### src/rtl/lod_pkg.sv
// Shared constants and sizing helpers for the pipelined leading-one detector
// and the log-domain stages that need to line up with its latency.
package lod_pkg;

  function automatic int clog2(input int n);
    int r;
    r = 0;
    while ((32'sd1 <<< r) < n) begin
      r = r + 1;
    end
    return r;
  endfunction

  // A node at tree level L encodes positions 0 .. 2^(L+1)-1.
  function automatic int pos_width(input int level);
    return level + 1;
  endfunction

  function automatic int lod_lat(input int width);
    return clog2(width) + 1;
  endfunction

  localparam int LOD_WIDTH_DEFAULT = 16;
  localparam int LOD_LAT = lod_lat(LOD_WIDTH_DEFAULT);

endpackage

### src/rtl/lod_pipe_if.sv
// Operand and result channels of the leading-one detector, both valid/ready.
interface lod_pipe_if #(
  parameter int WIDTH = 16,
  parameter int TAG_W = 4
);
  import lod_pkg::*;

  localparam int LOG2W = clog2(WIDTH);

  logic             in_valid;
  logic             in_ready;
  logic [WIDTH-1:0] in_data;
  logic [TAG_W-1:0] in_tag;
  logic             out_valid;
  logic             out_ready;
  logic [LOG2W-1:0] out_pos;
  logic             out_zero;
  logic [WIDTH-2:0] out_frac;
  logic [TAG_W-1:0] out_tag;

  modport master (
    output in_valid, in_data, in_tag, out_ready,
    input  in_ready, out_valid, out_pos, out_zero, out_frac, out_tag
  );

  modport slave (
    input  in_valid, in_data, in_tag, out_ready,
    output in_ready, out_valid, out_pos, out_zero, out_frac, out_tag
  );

endinterface

### src/rtl/lod_merge.sv
// Combinational 2:1 merge of two (valid, pos) leading-one results; the upper
// half wins whenever it holds a one.
module lod_merge #(
  parameter int PW = 1
) (
  input  logic          v_hi,
  input  logic          v_lo,
  input  logic [PW-1:0] pos_hi,
  input  logic [PW-1:0] pos_lo,
  output logic          v,
  output logic [PW:0]   pos
);

  always_comb begin
    v = v_hi | v_lo;
    if (v_hi) begin
      pos = {1'b1, pos_hi};
    end else if (v_lo) begin
      pos = {1'b0, pos_lo};
    end else begin
      pos = {(PW + 1){1'b0}};
    end
  end

endmodule

### src/rtl/lod_pipe.sv
// Pipelined leading-one detector: a registered binary merge tree finds the
// leading one, then a final shifter left-aligns the bits below it.
module lod_pipe
  import lod_pkg::*;
#(
  parameter int WIDTH = 16,
  parameter int TAG_W = 4
) (
  input logic       clk,
  input logic       rst,
  lod_pipe_if.slave bus
);

  localparam int LOG2W = clog2(WIDTH);
  localparam int LAST  = LOG2W - 1;

  logic                 en;
  logic [LOG2W-1:0]     stg_valid_d, stg_valid_q;
  logic [WIDTH-1:0]     stg_data_d [LOG2W];
  logic [WIDTH-1:0]     stg_data_q [LOG2W];
  logic [TAG_W-1:0]     stg_tag_d  [LOG2W];
  logic [TAG_W-1:0]     stg_tag_q  [LOG2W];

  logic                 final_v;
  logic [LOG2W-1:0]     final_pos;

  logic                 out_valid_d, out_valid_q;
  logic [LOG2W-1:0]     out_pos_d, out_pos_q;
  logic                 out_zero_d, out_zero_q;
  logic [WIDTH-2:0]     out_frac_d, out_frac_q;
  logic [TAG_W-1:0]     out_tag_d, out_tag_q;

  // One global enable: the whole pipe advances unless a result is stuck at the output.
  assign en           = !out_valid_q | bus.out_ready;
  assign bus.in_ready = en;

  always_comb begin
    stg_valid_d[0] = bus.in_valid;
    stg_data_d[0]  = bus.in_data;
    stg_tag_d[0]   = bus.in_tag;
    for (int s = 1; s < LOG2W; s++) begin
      stg_valid_d[s] = stg_valid_q[s-1];
      stg_data_d[s]  = stg_data_q[s-1];
      stg_tag_d[s]   = stg_tag_q[s-1];
    end
  end

  always_ff @(posedge clk or posedge rst) begin
    if (rst) begin
      stg_valid_q <= {LOG2W{1'b0}};
      for (int s = 0; s < LOG2W; s++) begin
        stg_data_q[s] <= {WIDTH{1'b0}};
        stg_tag_q[s]  <= {TAG_W{1'b0}};
      end
    end else if (en) begin
      stg_valid_q <= stg_valid_d;
      for (int s = 0; s < LOG2W; s++) begin
        stg_data_q[s] <= stg_data_d[s];
        stg_tag_q[s]  <= stg_tag_d[s];
      end
    end
  end

  for (genvar l = 0; l < LOG2W; l++) begin : g_lvl
    localparam int N  = WIDTH >> (l + 1);
    localparam int PW = pos_width(l);

    logic [N-1:0]  v_d, v_q;
    logic [PW-1:0] pos_d [N];
    logic [PW-1:0] pos_q [N];

    if (l == 0) begin : g_leaf
      always_comb begin
        for (int i = 0; i < N; i++) begin
          v_d[i]   = bus.in_data[2*i+1] | bus.in_data[2*i];
          pos_d[i] = bus.in_data[2*i+1];
        end
      end
    end else begin : g_merge
      for (genvar i = 0; i < N; i++) begin : g_node
        lod_merge #(.PW(PW - 1)) u_merge (
          .v_hi   (g_lvl[l-1].v_q[2*i+1]),
          .v_lo   (g_lvl[l-1].v_q[2*i]),
          .pos_hi (g_lvl[l-1].pos_q[2*i+1]),
          .pos_lo (g_lvl[l-1].pos_q[2*i]),
          .v      (v_d[i]),
          .pos    (pos_d[i])
        );
      end
    end

    always_ff @(posedge clk or posedge rst) begin
      if (rst) begin
        v_q <= {N{1'b0}};
        for (int i = 0; i < N; i++) begin
          pos_q[i] <= {PW{1'b0}};
        end
      end else if (en) begin
        v_q <= v_d;
        for (int i = 0; i < N; i++) begin
          pos_q[i] <= pos_d[i];
        end
      end
    end
  end

  assign final_v   = g_lvl[LAST].v_q[0];
  assign final_pos = g_lvl[LAST].pos_q[0];

  // Bubbles leave the output fields at zero; ~pos equals WIDTH-1-pos since WIDTH is 2^LOG2W.
  always_comb begin
    out_valid_d = stg_valid_q[LAST];
    out_pos_d   = {LOG2W{1'b0}};
    out_zero_d  = 1'b0;
    out_frac_d  = {(WIDTH - 1){1'b0}};
    out_tag_d   = {TAG_W{1'b0}};
    if (stg_valid_q[LAST]) begin
      out_tag_d = stg_tag_q[LAST];
      if (final_v) begin
        out_pos_d  = final_pos;
        out_frac_d = (WIDTH - 1)'(stg_data_q[LAST] << (~final_pos));
      end else begin
        out_zero_d = 1'b1;
      end
    end else begin
      out_valid_d = 1'b0;
    end
  end

  always_ff @(posedge clk or posedge rst) begin
    if (rst) begin
      out_valid_q <= 1'b0;
      out_pos_q   <= {LOG2W{1'b0}};
      out_zero_q  <= 1'b0;
      out_frac_q  <= {(WIDTH - 1){1'b0}};
      out_tag_q   <= {TAG_W{1'b0}};
    end else if (en) begin
      out_valid_q <= out_valid_d;
      out_pos_q   <= out_pos_d;
      out_zero_q  <= out_zero_d;
      out_frac_q  <= out_frac_d;
      out_tag_q   <= out_tag_d;
    end
  end

  assign bus.out_valid = out_valid_q;
  assign bus.out_pos   = out_pos_q;
  assign bus.out_zero  = out_zero_q;
  assign bus.out_frac  = out_frac_q;
  assign bus.out_tag   = out_tag_q;

endmodule

### src/flat_wrapper.sv
// flat-port wrapper written by rule: the top's interface ports become plain ports
module lod_pipe_flat import lod_pkg::*;
#(
  parameter int WIDTH = 16,
  parameter int TAG_W = 4
)
  (clk, rst, bus_in_valid, bus_in_data, bus_in_tag, bus_out_ready, bus_in_ready, bus_out_valid, bus_out_pos, bus_out_zero, bus_out_frac, bus_out_tag);
  lod_pipe_if #(.WIDTH(WIDTH), .TAG_W(TAG_W)) bus_i ();
  input logic clk;
  input logic rst;
  input wire logic [$bits(bus_i.in_valid)-1:0] bus_in_valid;
  input wire logic [$bits(bus_i.in_data)-1:0] bus_in_data;
  input wire logic [$bits(bus_i.in_tag)-1:0] bus_in_tag;
  input wire logic [$bits(bus_i.out_ready)-1:0] bus_out_ready;
  output wire logic [$bits(bus_i.in_ready)-1:0] bus_in_ready;
  output wire logic [$bits(bus_i.out_valid)-1:0] bus_out_valid;
  output wire logic [$bits(bus_i.out_pos)-1:0] bus_out_pos;
  output wire logic [$bits(bus_i.out_zero)-1:0] bus_out_zero;
  output wire logic [$bits(bus_i.out_frac)-1:0] bus_out_frac;
  output wire logic [$bits(bus_i.out_tag)-1:0] bus_out_tag;
  assign bus_i.in_valid = bus_in_valid;
  assign bus_i.in_data = bus_in_data;
  assign bus_i.in_tag = bus_in_tag;
  assign bus_i.out_ready = bus_out_ready;
  assign bus_in_ready = bus_i.in_ready;
  assign bus_out_valid = bus_i.out_valid;
  assign bus_out_pos = bus_i.out_pos;
  assign bus_out_zero = bus_i.out_zero;
  assign bus_out_frac = bus_i.out_frac;
  assign bus_out_tag = bus_i.out_tag;
  lod_pipe #(.WIDTH(WIDTH), .TAG_W(TAG_W)) u_core (.clk(clk), .rst(rst), .bus(bus_i));
endmodule
### config.mk
export PLATFORM = sky130hd
export DESIGN_NAME = lod_pipe_flat
export DESIGN_NICKNAME = d
export VERILOG_FILES = /design/src/rtl/lod_pkg.sv /design/src/rtl/lod_pipe_if.sv /design/src/rtl/lod_merge.sv /design/src/rtl/lod_pipe.sv /design/src/flat_wrapper.sv
export SDC_FILE = /design/constraint.sdc
export NUM_CORES = 1
export LEC_CHECK = 0
export ABC_AREA = 1
export BUFFER_PORTS_ARGS = -buffer_cell sky130_fd_sc_hd__buf_2
export CAP_MARGIN = 20
export CORE_MARGIN = 5
export CORE_UTILIZATION = 40
export CTS_BUF_LIST = sky130_fd_sc_hd__clkbuf_8
export DETAILED_ROUTE_END_ITERATION = 6
export PLACE_DENSITY = 0.64
export SLEW_MARGIN = 20
export SYNTH_ARGS = -nofsm -noshare
export SYNTH_HDL_FRONTEND = slang
export SYNTH_SLANG_ARGS = --single-unit
### constraint.sdc
create_clock -name clk -period 5.2 [get_ports clk]
set_clock_uncertainty 0.05 [all_clocks]
set_input_delay 1.3 -clock clk [delete_from_list [all_inputs] [get_ports clk]]
set_output_delay 1.3 -clock clk [all_outputs]
set_load 0.02 [all_outputs]
---- Yosys cells after proc, flatten, opt, wreduce, memory -nomap -nowiden ----
Index checks and enable logic that the tools add are counted.
operators by class
  shifts and indexed selects .............. 1
  multiplexer cells ....................... 22
  bitwise gates (word level) .............. 17
  reductions and logical operators ........ 1
operator list
  operator         number
  $mux 15          2
  $mux 4           4
  $or 1x1->1       16
  $shl 16x4->15    1
  $mux 2           6
  $mux 3           3
  $mux 1           7
  $not 4->4        1
  $logic_not 1->1  1
storage, ports and cells
  register bits ........................... 150
  bits of input ports ..................... 24
  output and inout bits ................... 26

---- Longest topological paths before layout ----
  depth after elaboration ................. 4
  depth in mapped cells ................... 9
  mapped depth without buffers ............ 7

---- Cells and area by module ----
From an unflattened synthesis, not the netlist that was laid out.
unflattened totals
  cells, all modules ...................... 707
  area total of the unflattened synthesis .. 6068.3 µm²
by module, submodules not included
  module                                                     times used  cells each  area each (µm²)  sequential area each (µm²)
  lod_pipe                                                   1           653         5808.1           3478.3
  lod_merge (u_core.g_lvl[1].g_merge.g_node[0].u_merge ...)  4           6           30.0             0.0
  lod_merge (u_core.g_lvl[2].g_merge.g_node[0].u_merge ...)  2           9           42.5             0.0
  lod_merge (u_core.g_lvl[3].g_merge.g_node[0].u_merge)      1           12          55.1             0.0

---- Worst setup path before layout ----
Ideal clock, no wire load.
  path type ............................... input-to-output
  start ................................... in bus_out_ready
  end ..................................... out bus_in_ready
  arrival ................................. 1.832 ns
  data required time ...................... 3.850 ns
  setup slack ............................. 2.018 ns
  cell stages on the path ................. 4
  buffers on the path ..................... 2
  cells stage by stage .................... inv_1 nand2_4 buf_2 buf_2
on the way
  longest elaborated chain between the ends .. 1
RTL lines
  what         line                RTL
  from (decl)  flat_wrapper.sv:14  input wire logic [$bits(bus_i.out_ready)-1:0] bus_out_ready;
  $or 1x1->1   lod_pipe.sv:34      assign en = !out_valid_q | bus.out_ready;
  to (decl)    flat_wrapper.sv:15  output wire logic [$bits(bus_i.in_ready)-1:0] bus_in_ready;
Every way passes these cells.

---- Worst setup path after layout ----
Same ends and word-level chain as after synthesis.

==> metrics <==
Syn Inst Count=681; Post-CTS Setup Repair Bufs=0; min cycle time layout=3.45 ns; DR iter-0 viols=375; largest family of logic cells by synthesized area=simple AND/OR/NAND/NOR gates; Post-synth EDFFs=0; Die X=131 um; most used cell, CP=buf_2; post-synthesis mux area share=0%; initial antenna violation count=0; Worst-path clk slew=0.07 ns; Buf/Inv on CP=3; met1 Track Usage GR=20.9%; Post-Syn Area=0.00586 sq mm; largest net degree at the start of global routing=116; Hold Path Class=flip-flop to flip-flop; # rows=44; DRC violations left=0; Crit path max-delay family=simple AND/OR/NAND/NOR gates; Port Buf Inserts=49; crit path DAT=2.10 ns; worst-path maximum fanout=53; syn nets=705; Post-synth top flop=dfrtp_1; Clock Latency Late Sink=0.45 ns; switching share of power=38.7%; crit path cell chain=buf_2, inv_1, nand2_4, buf_2; Root Buffer=clkbuf_8; xor-xnor portion of the synthesized cell area=0%; Max VDD drop=0.000194 V; Crit Path Class=input port to output pin; # clock sinks=139; Post-Synth Adder-Cell Area=0%; number of global-route vias before repair=4234; Critical Path RT=3.85 ns; Slowest-stage cell, CP=nand2_4; GP Congestion=0.827; met3 Track Usage GR=5.08%; final hold violation count=0; most common cell after layout, fill and taps aside=nand2_1; post-synthesis sequential area ratio=59.4%; share of layout cells above drive strength 1=12.6%; I/O Pins=50; Ant. Diodes=0; CTS tree=built; routed vias/inst=4.85; switching power=0.00152 W; Ys Warns=0; end of the worst register-to-register path=u_core.bus.out_frac[8]; status=complete, no violations; antenna-violating nets left=0; drt pass-1 iters=5; slowest stage delay, CP=0.40 ns; Seq pwr share=45.5%; most frequent cells in the layout=nand2_1 (307), dfrtp_1 (139), nand3_1 (58), buf_2 (49); ys async rst share=100%; grt total ovfl=0; Worst Hold Depth=2; routed vias=4428; Worst R2R Start=u_core.bus.out_valid; die area=0.0172 sq mm; syn_area_per_cell=8.60 sq um; leakage power total=3.43 nW; Max-Cap Viols=0; met2 track demand over resource=20.5%; CORE AREA=0.0144 sq mm; area grow syn2layout=12.5%; max-slew violations=0; DP Wirelength=7390 um; PD cells=597 mW/mm^2; All-Layer GR Usage=14.4%; synthesized flop and latch total=139; internal power=0.00241 W; count of cell types in the netlist=25; unrepaired setup endpoints after global routing=no; slew at the pin with the worst max-slew slack=0.833 ns; busiest grt layer=met1; cts repair resizes=0; combinational share of power=31.0%; endpoints failing setup=0; setup TNS=0 ns; fin nets=740; Max clock buf depth=2; Slew Limit Headroom=44.4%; CP Capture Type=output pin; Initial Util=40.6%; period utilization=66.3%; R2R depth=5; first-pass GRT wire length=19800 um; r2r setup slk=2.64 ns; Hold EP=u_core.stg_valid_q[1]; clock power share=23.5%; die span in y=131 um; hold path start=u_core.stg_valid_q[1]; Worst Setup Slack, final=1.75 ns; Final Power=0.00393 W; H-tree Lvls=4; Setup crit start kind=input port; wire length per cell=12.4 um; Hold Buf Count CTS=0; post-synthesis compound-gate area fraction=7.30%; DP Worst Slack=1.58 ns; fmax=290 MHz; total wire length=11300 um; Simple-Gate Fraction of Synth Area=27.2%; cts bufs inserted=17
synthesized netlist by cell type, types with 2 or more instances:
master / number / area share [%]
buf_2: 25 / 2.1
buf_6: 3 / 0.58
dfrtp_1: 139 / 59
nor2_1: 25 / 1.6
inv_2: 2 / 0.13
nand2_1: 307 / 20
a21oi_1: 18 / 1.5
o211ai_1: 10 / 1.3
a22o_1: 2 / 0.30
nand4_1: 2 / 0.21
o21ai_1: 2 / 0.17
o21ai_0: 33 / 2.8
inv_1: 32 / 2.1
a22oi_1: 7 / 0.90
buf_4: 7 / 0.90
nand3_1: 58 / 5.0
metal layers:
layer | share of wire [%] | vias up | routed length, um
li1 | - | 2240 | -
met1 | 51 | 2064 | 5720
met2 | 43 | 107 | 4820
met3 | 5.4 | 17 | 614
met4 | 1.4 | 0 | 154
met5 | 0 | - | 0
registers in the layout, summed over array words and instances, names as in the netlist:
| name | count |
|---|---|
| u_core.stg_tag_q | 4 |
| u_core.stg_data_d | 46 |
| u_core.g_lvl.pos_q | 14 |
| u_core.bus.out_pos | 4 |
| u_core.stg_data_q | 15 |
| u_core.final_pos | 4 |
| u_core.bus.out_valid | 1 |
| u_core.stg_valid_q | 4 |
| u_core.bus.out_zero | 1 |
| u_core.stg_tag_d | 12 |
| u_core.final_v | 1 |
| u_core.bus.out_tag | 4 |
| u_core.bus.out_frac | 15 |
| u_core.g_lvl.v_q | 14 |
worst min-delay path, delay by kind of cell, from the launching register on:
| kind | cells | cell delay [ns] |
|---|---|---|
| AND/OR/NAND/NOR | 2 | 0.10 |
| flip-flops | 1 | 0.34 |
cells by family (layout without fill, tap and decap cells):
logic type,after synthesis,after routing
buffers and inverters,72,120
AO/OA/AOI/OAI,74,74
flip-flops,139,139
AND/OR/NAND/NOR,396,396
through the flow:
| stage | utilization [%] | hold slack, ns | area (sq um) | cells |
|---|---|---|---|---|
| after floorplan | - | 0.392 | 5860 | 681 |
| after global placement | 42.7 | 0.403 | 6160 | 881 |
| after detailed placement | 42.7 | 0.408 | 6160 | 881 |
| after CTS | 45.7 | 0.427 | 6590 | 913 |
| after global routing | 45.7 | 0.436 | 6590 | 913 |
| final | 45.7 | 0.423 | 6590 | 913 |
cell type report:
class | count | area (sq um)
fillers | 1444 | 7830
flip-flops and latches | 139 | 3480
clock inverters | 13 | 165
well taps | 184 | 230
inverters | 36 | 151
repair buffers | 52 | 280
multi-input cells | 470 | 2020
clock buffers | 19 | 262
power groups by stage:
stage	logic [W]	clock network [W]	registers [W]
2_1_floorplan	0.000986	0	0.00177
3_3_place_gp	0.00121	0	0.00179
3_5_place_dp	0.00123	0	0.00181
4_1_cts	0.00124	0.000947	0.00179
5_1_grt	0.00143	0.000994	0.00185
6_report	0.00122	0.000925	0.00179
worst max path at each step:
stage | start | to | slack, ns | cells after the start
2_1_floorplan | rst | u_core.bus.out_frac[0] | 0.13 | 1
3_3_place_gp | bus_out_ready | u_core.bus.out_frac[8] | 1.63 | 7
3_5_place_dp | bus_out_ready | u_core.bus.out_frac[8] | 1.58 | 7
4_1_cts | bus_out_ready | bus_in_ready | 1.74 | 4
5_1_grt | bus_out_ready | bus_in_ready | 1.67 | 4
6_report | bus_out_ready | bus_in_ready | 1.75 | 4
Power figures use the tool's default switching activity.
